## src/rtl/mem_port_arbiter_if.sv

```systemverilog
// Handshake bundle shared by the IF port, the MEM port, the arbiter and the unified memory.
interface mem_port_arbiter_if #(
  parameter int ADDR_W = 32,
  parameter int DATA_W = 32
);
  logic              i_req;
  logic [ADDR_W-1:0] i_addr;
  logic              i_ack;
  logic [DATA_W-1:0] i_rdata;
  logic              d_req;
  logic              d_we;
  logic [ADDR_W-1:0] d_addr;
  logic [DATA_W-1:0] d_wdata;
  logic              d_ack;
  logic [DATA_W-1:0] d_rdata;
  logic              if_stall;
  logic              mem_stall;
  logic              mem_req;
  logic              mem_we;
  logic [ADDR_W-1:0] mem_addr;
  logic [DATA_W-1:0] mem_wdata;
  logic [DATA_W-1:0] mem_rdata;
  logic [15:0]       conflict_cnt;

  // Pipeline and memory side: issues requests, returns memory read data.
  modport master (
    output i_req, i_addr, d_req, d_we, d_addr, d_wdata, mem_rdata,
    input  i_ack, i_rdata, d_ack, d_rdata, if_stall, mem_stall,
           mem_req, mem_we, mem_addr, mem_wdata, conflict_cnt
  );

  // Arbiter side.
  modport slave (
    input  i_req, i_addr, d_req, d_we, d_addr, d_wdata, mem_rdata,
    output i_ack, i_rdata, d_ack, d_rdata, if_stall, mem_stall,
           mem_req, mem_we, mem_addr, mem_wdata, conflict_cnt
  );
endinterface

```

## src/rtl/mem_port_arbiter.sv

```systemverilog
// Arbitrates the IF and MEM pipeline ports onto one fixed-latency single-port memory.
// One access at a time: IDLE -> ISSUE -> WAIT -> ACK -> IDLE; outputs other than stalls are flops.
module mem_port_arbiter #(
  parameter int ADDR_W  = 32,
  parameter int DATA_W  = 32,
  parameter int LATENCY = 1,
  parameter int RR_MODE = 0
) (
  input logic               clk,
  input logic               reset,
  mem_port_arbiter_if.slave bus
);
  typedef enum logic [1:0] {
    ST_IDLE  = 2'd0,
    ST_ISSUE = 2'd1,
    ST_WAIT  = 2'd2,
    ST_ACK   = 2'd3
  } state_t;

  // WAIT lasts LATENCY cycles, so the down-counter starts at LATENCY-1.
  localparam logic [3:0] CNT_LOAD = 4'(LATENCY - 1);
  localparam logic       RR_EN    = (RR_MODE != 32'sd0);

  state_t            state_q, state_d;
  logic [3:0]        cnt_q, cnt_d;
  logic              owner_q, owner_d;          // 1 = data port owns the access
  logic              we_q, we_d;
  logic              last_grant_q, last_grant_d; // 1 = data port was served last
  logic [ADDR_W-1:0] mem_addr_q, mem_addr_d;
  logic [DATA_W-1:0] mem_wdata_q, mem_wdata_d;
  logic              mem_req_q, mem_req_d;
  logic              mem_we_q, mem_we_d;
  logic              i_ack_q, i_ack_d;
  logic              d_ack_q, d_ack_d;
  logic [DATA_W-1:0] i_rdata_q, i_rdata_d;
  logic [DATA_W-1:0] d_rdata_q, d_rdata_d;
  logic [15:0]       conflict_cnt_q, conflict_cnt_d;
  logic              any_req_s, tie_s, pick_d_s;

  // Decide which port wins the IDLE sample; ties go to D or alternate in round-robin mode.
  always_comb begin
    any_req_s = bus.i_req | bus.d_req;
    tie_s     = bus.i_req & bus.d_req;
    pick_d_s  = bus.d_req;
    if (tie_s) begin
      if (RR_EN) begin
        pick_d_s = ~last_grant_q;
      end else begin
        pick_d_s = 1'b1;
      end
    end else begin
      pick_d_s = bus.d_req;
    end
  end

  // State register and all registered outputs; reset aborts any access in flight.
  always_ff @(posedge clk or posedge reset) begin
    if (reset) begin
      state_q        <= ST_IDLE;
      cnt_q          <= 4'd0;
      owner_q        <= 1'b0;
      we_q           <= 1'b0;
      last_grant_q   <= 1'b0;
      mem_addr_q     <= '0;
      mem_wdata_q    <= '0;
      mem_req_q      <= 1'b0;
      mem_we_q       <= 1'b0;
      i_ack_q        <= 1'b0;
      d_ack_q        <= 1'b0;
      i_rdata_q      <= '0;
      d_rdata_q      <= '0;
      conflict_cnt_q <= 16'd0;
    end else begin
      state_q        <= state_d;
      cnt_q          <= cnt_d;
      owner_q        <= owner_d;
      we_q           <= we_d;
      last_grant_q   <= last_grant_d;
      mem_addr_q     <= mem_addr_d;
      mem_wdata_q    <= mem_wdata_d;
      mem_req_q      <= mem_req_d;
      mem_we_q       <= mem_we_d;
      i_ack_q        <= i_ack_d;
      d_ack_q        <= d_ack_d;
      i_rdata_q      <= i_rdata_d;
      d_rdata_q      <= d_rdata_d;
      conflict_cnt_q <= conflict_cnt_d;
    end
  end

  // Next-state sequencing of one memory access.
  always_comb begin
    state_d = state_q;
    case (state_q)
      ST_IDLE: begin
        if (any_req_s) begin
          state_d = ST_ISSUE;
        end else begin
          state_d = ST_IDLE;
        end
      end
      ST_ISSUE: state_d = ST_WAIT;
      ST_WAIT: begin
        if (cnt_q == 4'd0) begin
          state_d = ST_ACK;
        end else begin
          state_d = ST_WAIT;
        end
      end
      ST_ACK:  state_d = ST_IDLE;
      default: state_d = ST_IDLE;
    endcase
  end

  // Next values of the datapath and the registered strobes for each state.
  always_comb begin
    cnt_d          = cnt_q;
    owner_d        = owner_q;
    we_d           = we_q;
    last_grant_d   = last_grant_q;
    mem_addr_d     = mem_addr_q;
    mem_wdata_d    = mem_wdata_q;
    mem_req_d      = 1'b0;
    mem_we_d       = 1'b0;
    i_ack_d        = 1'b0;
    d_ack_d        = 1'b0;
    i_rdata_d      = i_rdata_q;
    d_rdata_d      = d_rdata_q;
    conflict_cnt_d = conflict_cnt_q;
    case (state_q)
      ST_IDLE: begin
        if (any_req_s) begin
          // Latch the winner now so later changes on the ports cannot disturb the access.
          owner_d   = pick_d_s;
          we_d      = pick_d_s & bus.d_we;
          mem_req_d = 1'b1;
          mem_we_d  = pick_d_s & bus.d_we;
          if (pick_d_s) begin
            mem_addr_d  = bus.d_addr;
            mem_wdata_d = bus.d_wdata;
          end else begin
            mem_addr_d  = bus.i_addr;
            mem_wdata_d = '0;
          end
        end else begin
          owner_d = owner_q;
        end
        if (tie_s && (conflict_cnt_q != 16'hFFFF)) begin
          conflict_cnt_d = conflict_cnt_q + 16'd1;
        end else begin
          conflict_cnt_d = conflict_cnt_q;
        end
      end
      ST_ISSUE: begin
        cnt_d = CNT_LOAD;
      end
      ST_WAIT: begin
        if (cnt_q == 4'd0) begin
          if (owner_q) begin
            d_ack_d = 1'b1;
            if (!we_q) begin
              d_rdata_d = bus.mem_rdata;
            end else begin
              d_rdata_d = d_rdata_q;
            end
          end else begin
            i_ack_d   = 1'b1;
            i_rdata_d = bus.mem_rdata;
          end
        end else begin
          cnt_d = cnt_q - 4'd1;
        end
      end
      ST_ACK: begin
        last_grant_d = owner_q;
      end
      default: begin
        cnt_d = 4'd0;
      end
    endcase
  end

  assign bus.i_ack        = i_ack_q;
  assign bus.d_ack        = d_ack_q;
  assign bus.i_rdata      = i_rdata_q;
  assign bus.d_rdata      = d_rdata_q;
  assign bus.mem_req      = mem_req_q;
  assign bus.mem_we       = mem_we_q;
  assign bus.mem_addr     = mem_addr_q;
  assign bus.mem_wdata    = mem_wdata_q;
  assign bus.conflict_cnt = conflict_cnt_q;
  assign bus.if_stall     = bus.i_req & ~i_ack_q;
  assign bus.mem_stall    = bus.d_req & ~d_ack_q;
endmodule

```

## src/flat_wrapper.sv

```systemverilog
// flat-port wrapper written by rule: the top's interface ports become plain ports
module mem_port_arbiter_flat 
#(
  parameter int ADDR_W  = 32,
  parameter int DATA_W  = 32,
  parameter int LATENCY = 1,
  parameter int RR_MODE = 0
)
  (clk, reset, bus_i_req, bus_i_addr, bus_d_req, bus_d_we, bus_d_addr, bus_d_wdata, bus_mem_rdata, bus_i_ack, bus_i_rdata, bus_d_ack, bus_d_rdata, bus_if_stall, bus_mem_stall, bus_mem_req, bus_mem_we, bus_mem_addr, bus_mem_wdata, bus_conflict_cnt);
  mem_port_arbiter_if #(.ADDR_W(ADDR_W), .DATA_W(DATA_W)) bus_i ();
  input logic clk;
  input logic reset;
  input wire logic [$bits(bus_i.i_req)-1:0] bus_i_req;
  input wire logic [$bits(bus_i.i_addr)-1:0] bus_i_addr;
  input wire logic [$bits(bus_i.d_req)-1:0] bus_d_req;
  input wire logic [$bits(bus_i.d_we)-1:0] bus_d_we;
  input wire logic [$bits(bus_i.d_addr)-1:0] bus_d_addr;
  input wire logic [$bits(bus_i.d_wdata)-1:0] bus_d_wdata;
  input wire logic [$bits(bus_i.mem_rdata)-1:0] bus_mem_rdata;
  output wire logic [$bits(bus_i.i_ack)-1:0] bus_i_ack;
  output wire logic [$bits(bus_i.i_rdata)-1:0] bus_i_rdata;
  output wire logic [$bits(bus_i.d_ack)-1:0] bus_d_ack;
  output wire logic [$bits(bus_i.d_rdata)-1:0] bus_d_rdata;
  output wire logic [$bits(bus_i.if_stall)-1:0] bus_if_stall;
  output wire logic [$bits(bus_i.mem_stall)-1:0] bus_mem_stall;
  output wire logic [$bits(bus_i.mem_req)-1:0] bus_mem_req;
  output wire logic [$bits(bus_i.mem_we)-1:0] bus_mem_we;
  output wire logic [$bits(bus_i.mem_addr)-1:0] bus_mem_addr;
  output wire logic [$bits(bus_i.mem_wdata)-1:0] bus_mem_wdata;
  output wire logic [$bits(bus_i.conflict_cnt)-1:0] bus_conflict_cnt;
  assign bus_i.i_req = bus_i_req;
  assign bus_i.i_addr = bus_i_addr;
  assign bus_i.d_req = bus_d_req;
  assign bus_i.d_we = bus_d_we;
  assign bus_i.d_addr = bus_d_addr;
  assign bus_i.d_wdata = bus_d_wdata;
  assign bus_i.mem_rdata = bus_mem_rdata;
  assign bus_i_ack = bus_i.i_ack;
  assign bus_i_rdata = bus_i.i_rdata;
  assign bus_d_ack = bus_i.d_ack;
  assign bus_d_rdata = bus_i.d_rdata;
  assign bus_if_stall = bus_i.if_stall;
  assign bus_mem_stall = bus_i.mem_stall;
  assign bus_mem_req = bus_i.mem_req;
  assign bus_mem_we = bus_i.mem_we;
  assign bus_mem_addr = bus_i.mem_addr;
  assign bus_mem_wdata = bus_i.mem_wdata;
  assign bus_conflict_cnt = bus_i.conflict_cnt;
  mem_port_arbiter #(.ADDR_W(ADDR_W), .DATA_W(DATA_W), .LATENCY(LATENCY), .RR_MODE(RR_MODE)) u_core (.clk(clk), .reset(reset), .bus(bus_i));
endmodule
```

## config.mk

```make
export PLATFORM = sky130hd
export DESIGN_NAME = mem_port_arbiter_flat
export DESIGN_NICKNAME = d
export VERILOG_FILES = /design/src/rtl/mem_port_arbiter_if.sv /design/src/rtl/mem_port_arbiter.sv /design/src/flat_wrapper.sv
export SDC_FILE = /design/constraint.sdc
export NUM_CORES = 1
export LEC_CHECK = 0
export CORE_MARGIN = 2
export CORE_UTILIZATION = 35
export DETAILED_ROUTE_END_ITERATION = 7
export HOLD_SLACK_MARGIN = 0.06
export PLACE_DENSITY = 0.68
export SLEW_MARGIN = 20
export SYNTH_ARGS = -nofsm -noshare
export SYNTH_HDL_FRONTEND = slang
export SYNTH_SLANG_ARGS = --single-unit
export TNS_END_PERCENT = 5
```

## constraint.sdc

```tcl
create_clock -name clk -period 10.2 [get_ports clk]
set_input_delay 3.06 -clock clk [delete_from_list [all_inputs] [get_ports clk]]
set_output_delay 3.06 -clock clk [all_outputs]
set_load 0.05 [all_outputs]
```

* Word level (Yosys, flattened, before mapping)
Index checks and enable logic that the tools add are counted. W data, S select, Z words.
Storage, ports and cells: output and inout bits 150, bits in registers 156, logic and storage cells 56, bits of input ports 133
Operators by class: add/sub/neg operators 2, equal/unequal tests 5, multiplexer cells 18, bitwise logic cells 9, reductions and logical operators 9
Operators with widths (number):
- $mux W32 | 2
- $add A16 B1 Y16 const B | 1
- $ne A16 B16 Y1 const B | 1
- $mux W1 | 13
- $pmux W2 S4 | 1
- $pmux W4 S2 | 1
- $reduce_and A2 Y1 | 3
- $and A1 B1 Y1 | 4
- $eq A2 B2 Y1 const B | 2
- $logic_not A4 Y1 | 1
- $mux W4 | 1
- $not A1 Y1 | 4
- $reduce_and A4 Y1 | 1
- $sub A4 B1 Y4 const B | 1
- $reduce_and A3 Y1 | 1
- $eq A2 B1 Y1 const B | 1
- $logic_not A2 Y1 | 1
- $ne A2 B2 Y1 const B | 1
- $reduce_bool A2 Y1 | 1
- $logic_and A1 B1 Y1 | 1
- $or A1 B1 Y1 | 1

* Depth between registers and ports, before layout
word-level depth 5, gate-level depth with buffers 8, depth with buffers taken out 7

* Worst setup path after synthesis
Ideal clock, no wire load.
path type input-to-output, start point input bus_d_req, end point output bus_mem_stall, path buffers 2, stages 3, setup slack 2.733 ns, data arrival time 4.407 ns, data required time 7.140 ns, cells stage by stage clkbuf_1 -> clkbuf_1 -> nor2b_1
On the way: word-level cells in the longest chain between the ends 1
RTL lines:
- start, declared | RTL line flat_wrapper.sv:15 | input wire logic [$bits(bus_i.d_req)-1:0] bus_d_req;
- $and A1 B1 Y1 | RTL line mem_port_arbiter.sv:193 | assign bus.mem_stall = bus.d_req & ~d_ack_q;
- end, declared | RTL line flat_wrapper.sv:25 | output wire logic [$bits(bus_i.mem_stall)-1:0] bus_mem_stall;
No other way between the ends.

* Worst setup path in the final report
start point input bus_i_req, end point output bus_if_stall
On the way: word-level cells in the longest chain between the ends 1
RTL lines:
- start, declared | RTL line flat_wrapper.sv:13 | input wire logic [$bits(bus_i.i_req)-1:0] bus_i_req;
- $and A1 B1 Y1 | RTL line mem_port_arbiter.sv:192 | assign bus.if_stall = bus.i_req & ~i_ack_q;
- end, declared | RTL line flat_wrapper.sv:24 | output wire logic [$bits(bus_i.if_stall)-1:0] bus_if_stall;
No other way between the ends.

==> metrics.txt <==
placeable core area 18100 um2; n_diodes 0; # IOs 283; RSZ-0062 raised after global routing false; Area contributors post-synth dfrtp_1 (60%), mux2_4 (6.9%), nand2_1 (6.2%); port buffer count 282; Worst IR Drop VDD 0.173 mV; Std-Cell Rows 49; placed wire-length estimate 12.1 mm; share of the synthesized area in the top cell type 59.8%; syn nets 667; PnR Total Power 3.72 mW; synth-to-layout area growth 54.0%; Mapped Cells 529; Max Buffers Root-to-Sink 2; Worst Hold Margin 0.462 ns; share of cells above drive strength 1 13.8%; vias per cell 4.69; DRC viols 0; cell leakage power 4.52 nW; Synth area leader dfrtp_1; Max-slew headroom 26.8%; largest net degree at the start of global routing 100; measured slew at the worst slew-check pin 1.10 ns; sequential area share after synthesis 59.8%; Slew Viols, Final 0; # setup viols final 0; Post-synth EDFFs 0; H-Tree Depth 4; Final Skew 0.0127 ns; setup TNS 0 ns; GRT Util Overall 17.6%; number of hold violations in the final report 0; Main synth FF type dfrtp_1; part of the power in registers 27.9%; grt ovf 0; ANT nets after route 0; Async S/R FF share, synth 100%; Yosys warning total 0; most common cell in the netlist dfrtp_1; CP max FO 5; CP Launch Type input port; die width 141 um; number of global-route vias before repair 5158; Synth Cell Area 6530 um2; Initial Util 36.0%; initial antenna violation count 0; Clk network pwr share 15.7%; number of post-CTS setup repair buffers 0; Power Internal 1.96 mW; fin crit share 75.7%; routability congestion estimate 0.807; wire per inst 16.0 um; maximum achievable frequency 129 MHz; Yosys reg bits 156; routed wire length 16.8 mm; Crit Path Class input port to primary output; worst-skew pair later-pin latency 0.42 ns; CTS Hold Bufs 0; Yosys cell types 37; Final Critical Period 7.72 ns; die height 141 um; CTS tree yes; PwrDens 370 nW/um2; # clock sinks 156; Vias 4910; number of buffers created by CTS 17; post-CTS sizing 0; Psw 1.75 mW; Syn Area/Cell 12.3 um2; Clock Pin Slew Worst Setup and Hold Paths 0.06 ns; Max-cap violations 0; combinational share of power 56.4%; first-pass GRT wire length 27.4 mm; Post-synth top cells dfrtp_1 (156), nand2_1 (108), nand3_1 (38), o21ai_0 (38), mux2_2 (35); final net count 942; status finished clean; Crit. End Element primary output; initial detailed-routing violation count 198; Die ar. 19800 um2; Root Buffer clkbuf_16; HP Class register to register; Worst Path Arrival 4.66 ns; Sw Share 47.2%; Data required, critical path 7.14 ns; DR pass1 iterations 6; Filler Cell Count 1518
[critical path: stages]
cell	delay, ns
clkdlybuf4s50_1	0.60
nor2b_1	0.16
clkdlybuf4s50_1	0.83
[cells in the final DEF (no fill, tap or decap), types with 6 or more instances in the layout]
cell type,count
nand2_1,108
nand3_1,38
dfrtp_1,156
xor2_1,7
mux2i_1,33
mux2_2,35
mux2_4,30
o21ai_0,38
xnor2_1,8
clkbuf_16,17
inv_1,7
buf_4,6
clkdlybuf4s50_1,281
[sequential cells by signal (all words and copies together), names as in the netlist]
name,cells
u_core.bus.d_ack,1
u_core.bus.mem_req,1
u_core.bus.mem_we,1
u_core.cnt_q,4
u_core.we_q,1
u_core.state_q,2
u_core.owner_q,1
u_core.bus.i_rdata,32
u_core.bus.i_ack,1
u_core.bus.mem_addr,32
u_core.bus.d_rdata,32
u_core.bus.mem_wdata,32
u_core.bus.conflict_cnt,16
[cells by family after synthesis]
kind of cell    Yosys count  share of synthesized area (%)
compound gates           46                           3.95
xor+xnor                 15                           2.01
buf+inv                  39                           3.34
simple gates            170                           11.9
mux                      98                           18.0
flops                   156                           59.8
fa+ha+maj                 5                          0.959
[stage by stage]
| step | cell area [um2] | cells | utilization (%) | setup slack (ns) |
|---|---|---|---|---|
| detailed placement | 9500 | 1014 | 52.4 | 2.47 |
| floorplan | 6530 | 529 | - | 2.73 |
| finish | 10000 | 1046 | 55.4 | 2.48 |
| global placement | 9500 | 1014 | 52.4 | 2.49 |
| CTS | 10000 | 1046 | 55.4 | 2.47 |
| global route | 10000 | 1046 | 55.4 | 2.39 |
[worst paths after layout]
| path | from | endpoint | slack, ns | cells past startpoint |
|---|---|---|---|---|
| min in group asynchronous | reset | u_core.bus.i_ack | 3.12 | 2 |
| min | u_core.bus.mem_wdata[0] | u_core.bus.mem_wdata[0] | 0.46 | 2 |
| max | bus_i_req | bus_if_stall | 2.48 | 3 |
| min reg2reg | u_core.bus.mem_wdata[0] | u_core.bus.mem_wdata[0] | 0.46 | 2 |
| max in group asynchronous | reset | u_core.bus.i_rdata[30] | 5.57 | 3 |
| max reg2reg | u_core.state_q[0] | u_core.bus.d_rdata[2] | 7.72 | 5 |
[power by group through the flow]
stage,sequential (mW),combinational (mW),clock (mW)
3_3_place_gp,1.04,2.09,0
4_1_cts,1.04,2.12,0.602
3_5_place_dp,1.05,2.11,0
2_1_floorplan,1.93,0.518,0
6_report,1.04,2.10,0.583
5_1_grt,1.08,2.20,0.629
[area by class of cell]
cell class / instances / area (um2) / share of cell area, %
well taps: 229 / 287 / 2.85
clock inverters: 13 / 106 / 1.06
inverters: 8 / 35.0 / 0.349
flip-flops and latches: 156 / 3900 / 38.8
clock buffers: 19 / 443 / 4.41
repair buffers: 287 / 2860 / 28.4
multi-input cells: 334 / 2420 / 24.1
[layer usage]
layer	up-vias	wire (um)	global-route usage [%]
li1	2347	-	-
met1	2339	6860	21.0
met2	207	8190	29.4
met3	17	1550	7.32
met4	0	186	4.68
met5	-	0	0
Note: power is estimated with default switching activity, not from simulation.
